### config.mk
export PLATFORM = sky130hd
export DESIGN_NAME = load_store_unit_flat
export DESIGN_NICKNAME = d
export VERILOG_FILES = /design/src/rtl/load_store_unit_if.sv /design/src/rtl/load_store_unit.sv /design/src/flat_wrapper.sv
export SDC_FILE = /design/constraint.sdc
export NUM_CORES = 1
export LEC_CHECK = 0
export ABC_AREA = 0
export BUFFER_PORTS_ARGS = -buffer_cell sky130_fd_sc_hd__buf_2
export CAP_MARGIN = 20
export CORE_MARGIN = 10
export CORE_UTILIZATION = 25
export DETAILED_ROUTE_END_ITERATION = 8
export GPL_TIMING_DRIVEN = 0
export HOLD_SLACK_MARGIN = 0.02
export SETUP_SLACK_MARGIN = 0.4
export SLEW_MARGIN = 40
export SYNTH_ARGS = -nofsm -noshare
export SYNTH_HDL_FRONTEND = slang
export SYNTH_SLANG_ARGS = --single-unit
### constraint.sdc
create_clock -name clk -period 4.8 [get_ports clk]
set_input_delay 0.72 -clock clk [delete_from_list [all_inputs] [get_ports clk]]
set_output_delay 0.72 -clock clk [all_outputs]
set_load 0.005 [all_outputs]
### src/rtl/load_store_unit_if.sv
// rtl/load_store_unit_if.sv - core request/response and mmu word-port bundle for load_store_unit
interface load_store_unit_if;
    logic        req_valid;
    logic        req_ready;
    logic        req_wr;
    logic [2:0]  req_funct3;
    logic [31:0] req_addr;
    logic [31:0] req_wr_data;
    logic        rsp_valid;
    logic [31:0] rsp_rd_data;
    logic        rsp_err;
    logic [31:0] mmu_addr;
    logic        mmu_wr_ena;
    logic [31:0] mmu_wr_data;
    logic [31:0] mmu_rd_data;

    // Core datapath plus mmu side of the bundle.
    modport master (
        output req_valid, req_wr, req_funct3, req_addr, req_wr_data, mmu_rd_data,
        input  req_ready, rsp_valid, rsp_rd_data, rsp_err, mmu_addr, mmu_wr_ena, mmu_wr_data
    );

    // The load/store sequencer itself.
    modport slave (
        input  req_valid, req_wr, req_funct3, req_addr, req_wr_data, mmu_rd_data,
        output req_ready, rsp_valid, rsp_rd_data, rsp_err, mmu_addr, mmu_wr_ena, mmu_wr_data
    );
endinterface

### src/rtl/load_store_unit.sv
// rtl/load_store_unit.sv - RV32I load/store to whole-word mmu access sequencer with read-modify-write
module load_store_unit #(
    parameter int RD_WAIT = 0
) (
    input  logic              clk,
    input  logic              rstb,
    load_store_unit_if.slave  bus
);
    typedef enum logic [1:0] {IDLE, READ, WRITE, RESP} state_t;

    localparam logic [7:0] WAIT_LAST = RD_WAIT[7:0];

    state_t      state;
    logic [31:0] addr_q;
    logic [31:0] wdata_q;
    logic [2:0]  f3_q;
    logic        wr_q;
    logic [7:0]  wait_cnt;
    logic [31:0] mmu_addr_q;
    logic [31:0] mmu_wr_data_q;
    logic        mmu_wr_ena_q;
    logic        rsp_valid_q;
    logic        rsp_err_q;
    logic [31:0] rsp_rd_data_q;
    logic        req_err;

    // Pick the addressed byte/half out of the fetched word and extend it.
    function automatic logic [31:0] load_extract(input logic [31:0] w, input logic [2:0] f3,
                                                 input logic [1:0] a);
        logic [7:0]  b;
        logic [15:0] h;
        case (a)
            2'd0:    b = w[7:0];
            2'd1:    b = w[15:8];
            2'd2:    b = w[23:16];
            default: b = w[31:24];
        endcase
        h = a[1] ? w[31:16] : w[15:0];
        case (f3)
            3'b000:  return {{24{b[7]}}, b};
            3'b100:  return {24'b0, b};
            3'b001:  return {{16{h[15]}}, h};
            3'b101:  return {16'b0, h};
            default: return w;
        endcase
    endfunction

    // Overlay the store data onto the fetched word at the addressed lane.
    function automatic logic [31:0] store_merge(input logic [31:0] w, input logic [31:0] d,
                                                input logic [2:0] f3, input logic [1:0] a);
        logic [31:0] r;
        r = w;
        if (f3 == 3'b000) begin
            case (a)
                2'd0:    r[7:0]   = d[7:0];
                2'd1:    r[15:8]  = d[7:0];
                2'd2:    r[23:16] = d[7:0];
                default: r[31:24] = d[7:0];
            endcase
        end else if (f3 == 3'b001) begin
            if (a[1]) r[31:16] = d[15:0];
            else      r[15:0]  = d[15:0];
        end else begin
            r = d;
        end
        return r;
    endfunction

    // Misalignment and illegal-encoding check on the live request fields.
    always_comb begin
        req_err = 1'b0;
        case (bus.req_funct3)
            3'b000:         req_err = 1'b0;
            3'b001:         req_err = bus.req_addr[0];
            3'b010:         req_err = |bus.req_addr[1:0];
            3'b100, 3'b101: req_err = bus.req_wr | (bus.req_funct3[0] & bus.req_addr[0]);
            default:        req_err = 1'b1;
        endcase
    end

    // Sequencer: accept, read with optional wait, optional write, one-cycle response.
    always_ff @(posedge clk) begin
        if (!rstb) begin
            state         <= IDLE;
            addr_q        <= '0;
            wdata_q       <= '0;
            f3_q          <= '0;
            wr_q          <= 1'b0;
            wait_cnt      <= '0;
            mmu_addr_q    <= '0;
            mmu_wr_data_q <= '0;
            mmu_wr_ena_q  <= 1'b0;
            rsp_valid_q   <= 1'b0;
            rsp_err_q     <= 1'b0;
            rsp_rd_data_q <= '0;
        end else begin
            rsp_valid_q <= 1'b0;
            case (state)
                IDLE: begin
                    if (bus.req_valid) begin
                        addr_q   <= bus.req_addr;
                        wdata_q  <= bus.req_wr_data;
                        f3_q     <= bus.req_funct3;
                        wr_q     <= bus.req_wr;
                        wait_cnt <= '0;
                        if (req_err) begin
                            state         <= RESP;
                            rsp_valid_q   <= 1'b1;
                            rsp_err_q     <= 1'b1;
                            rsp_rd_data_q <= '0;
                        end else if (bus.req_wr && bus.req_funct3 == 3'b010) begin
                            state         <= WRITE;
                            mmu_addr_q    <= {bus.req_addr[31:2], 2'b00};
                            mmu_wr_data_q <= bus.req_wr_data;
                            mmu_wr_ena_q  <= 1'b1;
                        end else begin
                            state      <= READ;
                            mmu_addr_q <= {bus.req_addr[31:2], 2'b00};
                        end
                    end
                end
                READ: begin
                    if (wait_cnt == WAIT_LAST) begin
                        if (wr_q) begin
                            state         <= WRITE;
                            mmu_wr_ena_q  <= 1'b1;
                            mmu_wr_data_q <= store_merge(bus.mmu_rd_data, wdata_q, f3_q, addr_q[1:0]);
                        end else begin
                            state         <= RESP;
                            mmu_addr_q    <= '0;
                            rsp_valid_q   <= 1'b1;
                            rsp_err_q     <= 1'b0;
                            rsp_rd_data_q <= load_extract(bus.mmu_rd_data, f3_q, addr_q[1:0]);
                        end
                    end else begin
                        wait_cnt <= wait_cnt + 8'd1;
                    end
                end
                WRITE: begin
                    state         <= RESP;
                    mmu_addr_q    <= '0;
                    mmu_wr_data_q <= '0;
                    mmu_wr_ena_q  <= 1'b0;
                    rsp_valid_q   <= 1'b1;
                    rsp_err_q     <= 1'b0;
                    rsp_rd_data_q <= '0;
                end
                RESP: begin
                    state <= IDLE;
                end
                default: begin
                    state <= IDLE;
                end
            endcase
        end
    end

    // Ready and write strobe are forced low for as long as reset is held.
    assign bus.req_ready   = rstb && (state == IDLE);
    assign bus.mmu_wr_ena  = rstb && mmu_wr_ena_q;
    assign bus.mmu_addr    = mmu_addr_q;
    assign bus.mmu_wr_data = mmu_wr_data_q;
    assign bus.rsp_valid   = rsp_valid_q;
    assign bus.rsp_err     = rsp_err_q;
    assign bus.rsp_rd_data = rsp_rd_data_q;
endmodule
### src/flat_wrapper.sv
// flat-port wrapper written by rule: the top's interface ports become plain ports
module load_store_unit_flat 
#(
    parameter int RD_WAIT = 0
)
  (clk, rstb, bus_req_valid, bus_req_wr, bus_req_funct3, bus_req_addr, bus_req_wr_data, bus_mmu_rd_data, bus_req_ready, bus_rsp_valid, bus_rsp_rd_data, bus_rsp_err, bus_mmu_addr, bus_mmu_wr_ena, bus_mmu_wr_data);
  load_store_unit_if bus_i ();
  input  logic clk;
  input  logic rstb;
  input wire logic [$bits(bus_i.req_valid)-1:0] bus_req_valid;
  input wire logic [$bits(bus_i.req_wr)-1:0] bus_req_wr;
  input wire logic [$bits(bus_i.req_funct3)-1:0] bus_req_funct3;
  input wire logic [$bits(bus_i.req_addr)-1:0] bus_req_addr;
  input wire logic [$bits(bus_i.req_wr_data)-1:0] bus_req_wr_data;
  input wire logic [$bits(bus_i.mmu_rd_data)-1:0] bus_mmu_rd_data;
  output wire logic [$bits(bus_i.req_ready)-1:0] bus_req_ready;
  output wire logic [$bits(bus_i.rsp_valid)-1:0] bus_rsp_valid;
  output wire logic [$bits(bus_i.rsp_rd_data)-1:0] bus_rsp_rd_data;
  output wire logic [$bits(bus_i.rsp_err)-1:0] bus_rsp_err;
  output wire logic [$bits(bus_i.mmu_addr)-1:0] bus_mmu_addr;
  output wire logic [$bits(bus_i.mmu_wr_ena)-1:0] bus_mmu_wr_ena;
  output wire logic [$bits(bus_i.mmu_wr_data)-1:0] bus_mmu_wr_data;
  assign bus_i.req_valid = bus_req_valid;
  assign bus_i.req_wr = bus_req_wr;
  assign bus_i.req_funct3 = bus_req_funct3;
  assign bus_i.req_addr = bus_req_addr;
  assign bus_i.req_wr_data = bus_req_wr_data;
  assign bus_i.mmu_rd_data = bus_mmu_rd_data;
  assign bus_req_ready = bus_i.req_ready;
  assign bus_rsp_valid = bus_i.rsp_valid;
  assign bus_rsp_rd_data = bus_i.rsp_rd_data;
  assign bus_rsp_err = bus_i.rsp_err;
  assign bus_mmu_addr = bus_i.mmu_addr;
  assign bus_mmu_wr_ena = bus_i.mmu_wr_ena;
  assign bus_mmu_wr_data = bus_i.mmu_wr_data;
  load_store_unit #(.RD_WAIT(RD_WAIT)) u_core (.clk(clk), .rstb(rstb), .bus(bus_i));
endmodule
# ---- After elaboration in Yosys (flattened, before gate mapping)
# Cells that the tools add are included.
dict set report word_totals {
  register_bits 147
  input_bits 103
  output_inout_bits 100
}
dict set report classes {
  n_addsub 1
  eq_ne 20
  mux 53
  n_bitwise 2
  reduce_logical 19
}
# op count
set ops {}
lappend ops {{2-to-1 mux 32 bit} 15}
lappend ops {{case mux 32 bit (3 select lines)} 3}
lappend ops {{case mux 32 bit (4 select lines)} 1}
lappend ops {{2-to-1 mux 16 bit} 3}
lappend ops {{2-to-1 mux 8 bit} 6}
lappend ops {{case mux 8 bit (3 select lines)} 1}
lappend ops {{case mux 8 bit (2 select lines)} 1}
lappend ops {{2-to-1 mux 1 bit} 14}
lappend ops {{== test 3 bit (second input constant)} 4}
lappend ops {{AND reduction 5 bit} 2}
lappend ops {{case mux 1 bit (3 select lines)} 3}
lappend ops {{adder 8 x 1 -> 8 bit (second input constant)} 1}
lappend ops {{logical NOT 8 bit} 1}
lappend ops {{2-to-1 mux 2 bit} 4}
lappend ops {{inequality test 2 x 1 -> 1 bit (second input constant)} 4}
lappend ops {{inequality test 2 bit (second input constant)} 4}
lappend ops {{case mux 2 bit (4 select lines)} 1}
lappend ops {{== test 2 bit (second input constant)} 3}
lappend ops {{== test 3 x 1 -> 1 bit (second input constant)} 2}
lappend ops {{logical NOT 3 bit} 2}
lappend ops {{AND reduction 6 bit} 1}
lappend ops {{== test 2 x 1 -> 1 bit (second input constant)} 2}
lappend ops {{logical NOT 2 bit} 2}
lappend ops {{case mux 1 bit (4 select lines)} 1}
lappend ops {{10 further kinds} 14}

# ---- Depth between registers and ports, before layout
dict set report logic_depth {
  ltp_word 7
  depth_mapped 9
}

# ---- Worst setup path before layout
# No wires, ideal clock.
dict set report synth_timing {
  kind {input-to-reg}
  start {in bus_req_wr}
  end {reg u_core.rsp_rd_data_q[20] (netlist: u_core.bus.rsp_rd_data[20])}
  arrival_time_ns 2.037
  path_slack_ns 2.646
  cell_stages 7
  path_buffers 2
  path_cell_list {a221oi_1 o21ai_1 and4_1 buf_4 a21boi_4 buf_4 a22o_1}
}
dict set report synth_via {
  elab_chain_len 4
}
# element line_no
set synth_rtl {}
lappend synth_rtl {{start: declaration} flat_wrapper.sv:11} ;# input wire logic [$bits(bus_i.req_wr)-1:0] bus_req_wr;
lappend synth_rtl {{bitwise OR 1 bit} load_store_unit.sv:76} ;# 3'b100, 3'b101: req_err = bus.req_wr | (bus.req_funct3[0] & bus.req_addr[0]);
lappend synth_rtl {{case mux 1 bit (4 select lines)} load_store_unit.sv:72} ;# case (bus.req_funct3)
lappend synth_rtl {{inequality test 2 x 1 -> 1 bit (no line)} --}
lappend synth_rtl {{AND reduction 5 bit (no line)} --}
lappend synth_rtl {{end signal: assignment} load_store_unit.sv:133} ;# rsp_rd_data_q <= load_extract(bus.mmu_rd_data, f3_q, addr_q[1:0]);
lappend synth_rtl {{end: declaration} load_store_unit.sv:24} ;# logic [31:0] rsp_rd_data_q;
# Every way passes these cells.
# A chain may end at the register's enable or synchronous reset.

# ---- Final worst setup path
dict set report layout_timing {
  start {in rstb}
  end {out bus_mmu_wr_ena}
}
dict set report layout_via {
  elab_chain_len 1
}
# element line_no
set layout_rtl {}
lappend layout_rtl {{start: declaration} flat_wrapper.sv:9} ;# input logic rstb;
lappend layout_rtl {{logical AND 1 bit} load_store_unit.sv:160} ;# assign bus.mmu_wr_ena = rstb && mmu_wr_ena_q;
lappend layout_rtl {{end: declaration} flat_wrapper.sv:21} ;# output wire logic [$bits(bus_i.mmu_wr_ena)-1:0] bus_mmu_wr_ena;
# Every way passes these cells.

==> metrics.txt <==
post-route clock skew 0.0111 ns; GPL Wtd Cong 0.945; Synth Register Bits approximately 150; post_cts resized 0; setup bufs post-CTS 0; Antenna Nets Post-Route 0; number of global-route vias before repair about 7.4k; Psw 2.55 mW; Syn. warnings 0; Synth top area share 0.395; CP bufs+invs 5; drt drc 0; Clock Pin Slew Worst Setup and Hold Paths 0.06 ns; Syn Area/Cell 8.51 µm²; row cnt 62; Port Buf Inserts 200; combinational power share 0.460; Cells after Synth 864; EDFF count, synth 0; total number of vias 7682; hpwl dp 24.1 mm; Setup TNS 0 ns; Async S/R FF share, synth 0; Rel. slew slack 0.533; Hold Slack 0.456 ns; clock tree buffer depth 2; post-synth top area cell dfxtp_1; CP dominant cell by count buf_2; H-tree depth 4; initial core utilization 0.255; clock network power share 0.243; CP max FO 10; # Max-Cap Violations 0; ratio of total power to cell area 637 nW/µm²; CTS tree built; CP arrival around 2.1 ns; Setup crit end kind output pin; Chip Width 191 µm; final worst path period share 0.592; Final min period 2.84 ns; top cells by area, synth dfxtp_1 (39%), nand2_1 (8.3%), a21oi_1 (6.3%), mux2i_1 (5.6%), a41o_1 (4.1%); cell-internal power 3.49 mW; total CTS buffers 17; cell area after synthesis 7350 µm²; Highest Clock Rate 352 MHz; final setup vio count 0; antenna violations before repair 7; die height 191 µm; total core area about 29000 µm²; Hold Crit Class reg2reg; Reg power frac 0.298; CTS Hold Buffers Added 0; Slew @ Worst Pin 0.683 ns; Vias per Instance 5.18; gr usage total 0.159; peak supply drop 0.000272 V; Top delay family on crit path buffers and inverters; crit start category input port; post-detailed-routing wire length roughly 30 mm; I/O pins a little over 200; WL per Instance 20.4 µm; Num Clock Sinks ~150; number of distinct library cells after synthesis between 50 and 60; prevailing post-synth register cell dfxtp_1; TritonRoute pass-1 iters 7; clock insertion delay at the later pin of the skew report 0.44 ns; Pins Over Slew Limit 0; Final nets 1193; Hold Fails Final Rpt 0; Crit Path Category in2out; slowest CP cell buf_1; leakage power 4.25 nW; grt ovf 0; die area 36700 µm²; Initial DRC Count 725; Crit path required time between 4 and 5 ns; pin count of the biggest net entering global routing 17; first-pass GRT wire length 44.9 mm; layout cells sized above 1 0.272; status complete, no violations; sequential share of the synthesized area 0.395; Switching Share 0.423; Root Buffer clkbuf_16; Largest stage delay, worst path 0.48 ns; CP cell instances buf_2 -> clkbuf_1 -> buf_1 -> nand2_1 -> inv_1 -> buf_2; RSZ-0062 raised after global routing false; P&R area growth vs syn 29.0%
-- per-stage QoR --
stage                     instance area (µm²)  setup WS, ns   util  cells  power [mW]
final                                    9480          1.96  0.329   1484        6.04
after global routing                     9480          1.79  0.328   1481        6.43
after CTS                                9480          1.90  0.328   1481        6.05
after detailed placement                 8840          1.90  0.306   1449        4.58
after global placement                   8840          1.94  0.306   1449        4.55
after floorplan                          7350          2.65      -    865        3.50
-- cells in the mapped netlist, types with 6 or more instances --
master       n
a2111oi_0    8
a211oi_1    19
a211oi_2     6
a21oi_1     93
a222oi_1    16
a22o_1      16
a32o_1       7
a41o_1      30
and2_1       8
buf_1        6
buf_2       21
clkbuf_1    48
dfxtp_1    145
ha_1         6
inv_1       16
mux2_2      25
mux2i_1     41
nand2_1    163
nand2b_1    38
nand3_1      6
nor2_1      45
nor3_1       6
o2111ai_1    7
o211a_1      8
o21ai_0     20
o221ai_1     8
o22ai_1     10
xor2_1       6
-- power groups by stage --
stage	combinational (mW)	sequential, mW	clock, mW
3_5_place_dp	2.76	1.81	0
5_1_grt	3.06	1.83	1.54
4_1_cts	2.78	1.79	1.48
3_3_place_gp	2.75	1.80	0
6_report	2.77	1.80	1.47
2_1_floorplan	1.70	1.80	0
-- state kept, by name (all words and copies together) (netlist names) --
signal,cells
u_core.mmu_wr_ena_q,1
u_core.bus.rsp_rd_data,32
u_core.bus.mmu_addr,30
u_core.f3_q,3
u_core.bus.rsp_err,1
u_core.bus.mmu_wr_data,32
u_core.addr_q,2
u_core.wait_cnt,8
u_core.wr_q,1
u_core.bus.rsp_valid,1
u_core.wdata_q,32
u_core.state,2
-- layer usage --
layer,global-route usage,vias to the layer above,share of wire
met1,0.194,3646,0.41
met2,0.247,370,0.45
met5,0,-,0.0012
met3,0.0694,57,0.12
li1,-,3601,-
met4,0.0484,8,0.024
-- cells in the final DEF, fill, tap and decap left out, types with 10 or more instances in the layout --
cell       instances
buf_2            221
nand2_1          163
dfxtp_1          145
a21oi_1           93
clkbuf_1          48
nor2_1            45
mux2i_1           41
nand2b_1          38
a41o_1            30
mux2_2            25
o21ai_0           20
a211oi_1          19
clkbuf_16         17
a22o_1            16
a222oi_1          16
inv_1             16
o22ai_1           10
-- final timing paths --
path | start | to | slack (ns) | cells past startpoint
min reg2reg | u_core.wdata_q[28] | u_core.wdata_q[28] | 0.46 | 2
min | u_core.wdata_q[28] | u_core.wdata_q[28] | 0.46 | 2
max | rstb | bus_mmu_wr_ena | 1.96 | 6
max reg2reg | u_core.state[0] | u_core.bus.rsp_rd_data[20] | 2.29 | 8
-- kinds of logic after synthesis --
| family | count (synthesis) | synth area share |
|---|---|---|
| adder cells (fa/ha/maj) | 6 | 0.0102 |
| multiplexers | 67 | 0.0972 |
| flip-flops | 145 | 0.395 |
| AND/OR/NAND/NOR | 282 | 0.173 |
| AO/OA/AOI/OAI | 260 | 0.261 |
| other | 1 | 0.000510 |
| XOR/XNOR | 6 | 0.00715 |
| buffers and inverters | 97 | 0.0562 |
-- cell type report --
class	count	area, µm²
Timing Repair Buffer	200	1000
Fill cell	3110	19400
Multi-Input combinational cell	623	4040
Tap cell	384	480
Antenna cell	3	7.51
Buffer	80	349
Inverter	17	63.8
Clock buffer	18	439
Clock inverter	14	200
Sequential cell	145	2900
-- worst min-delay path: cells and delay by family, from the launching register on --
family	cells	cell delay (ns)
DFF	1	0.31
and+or+nand+nor	1	0.05
AOI/OAI and AO/OA	1	0.05
Power figures use the tool's default switching activity.
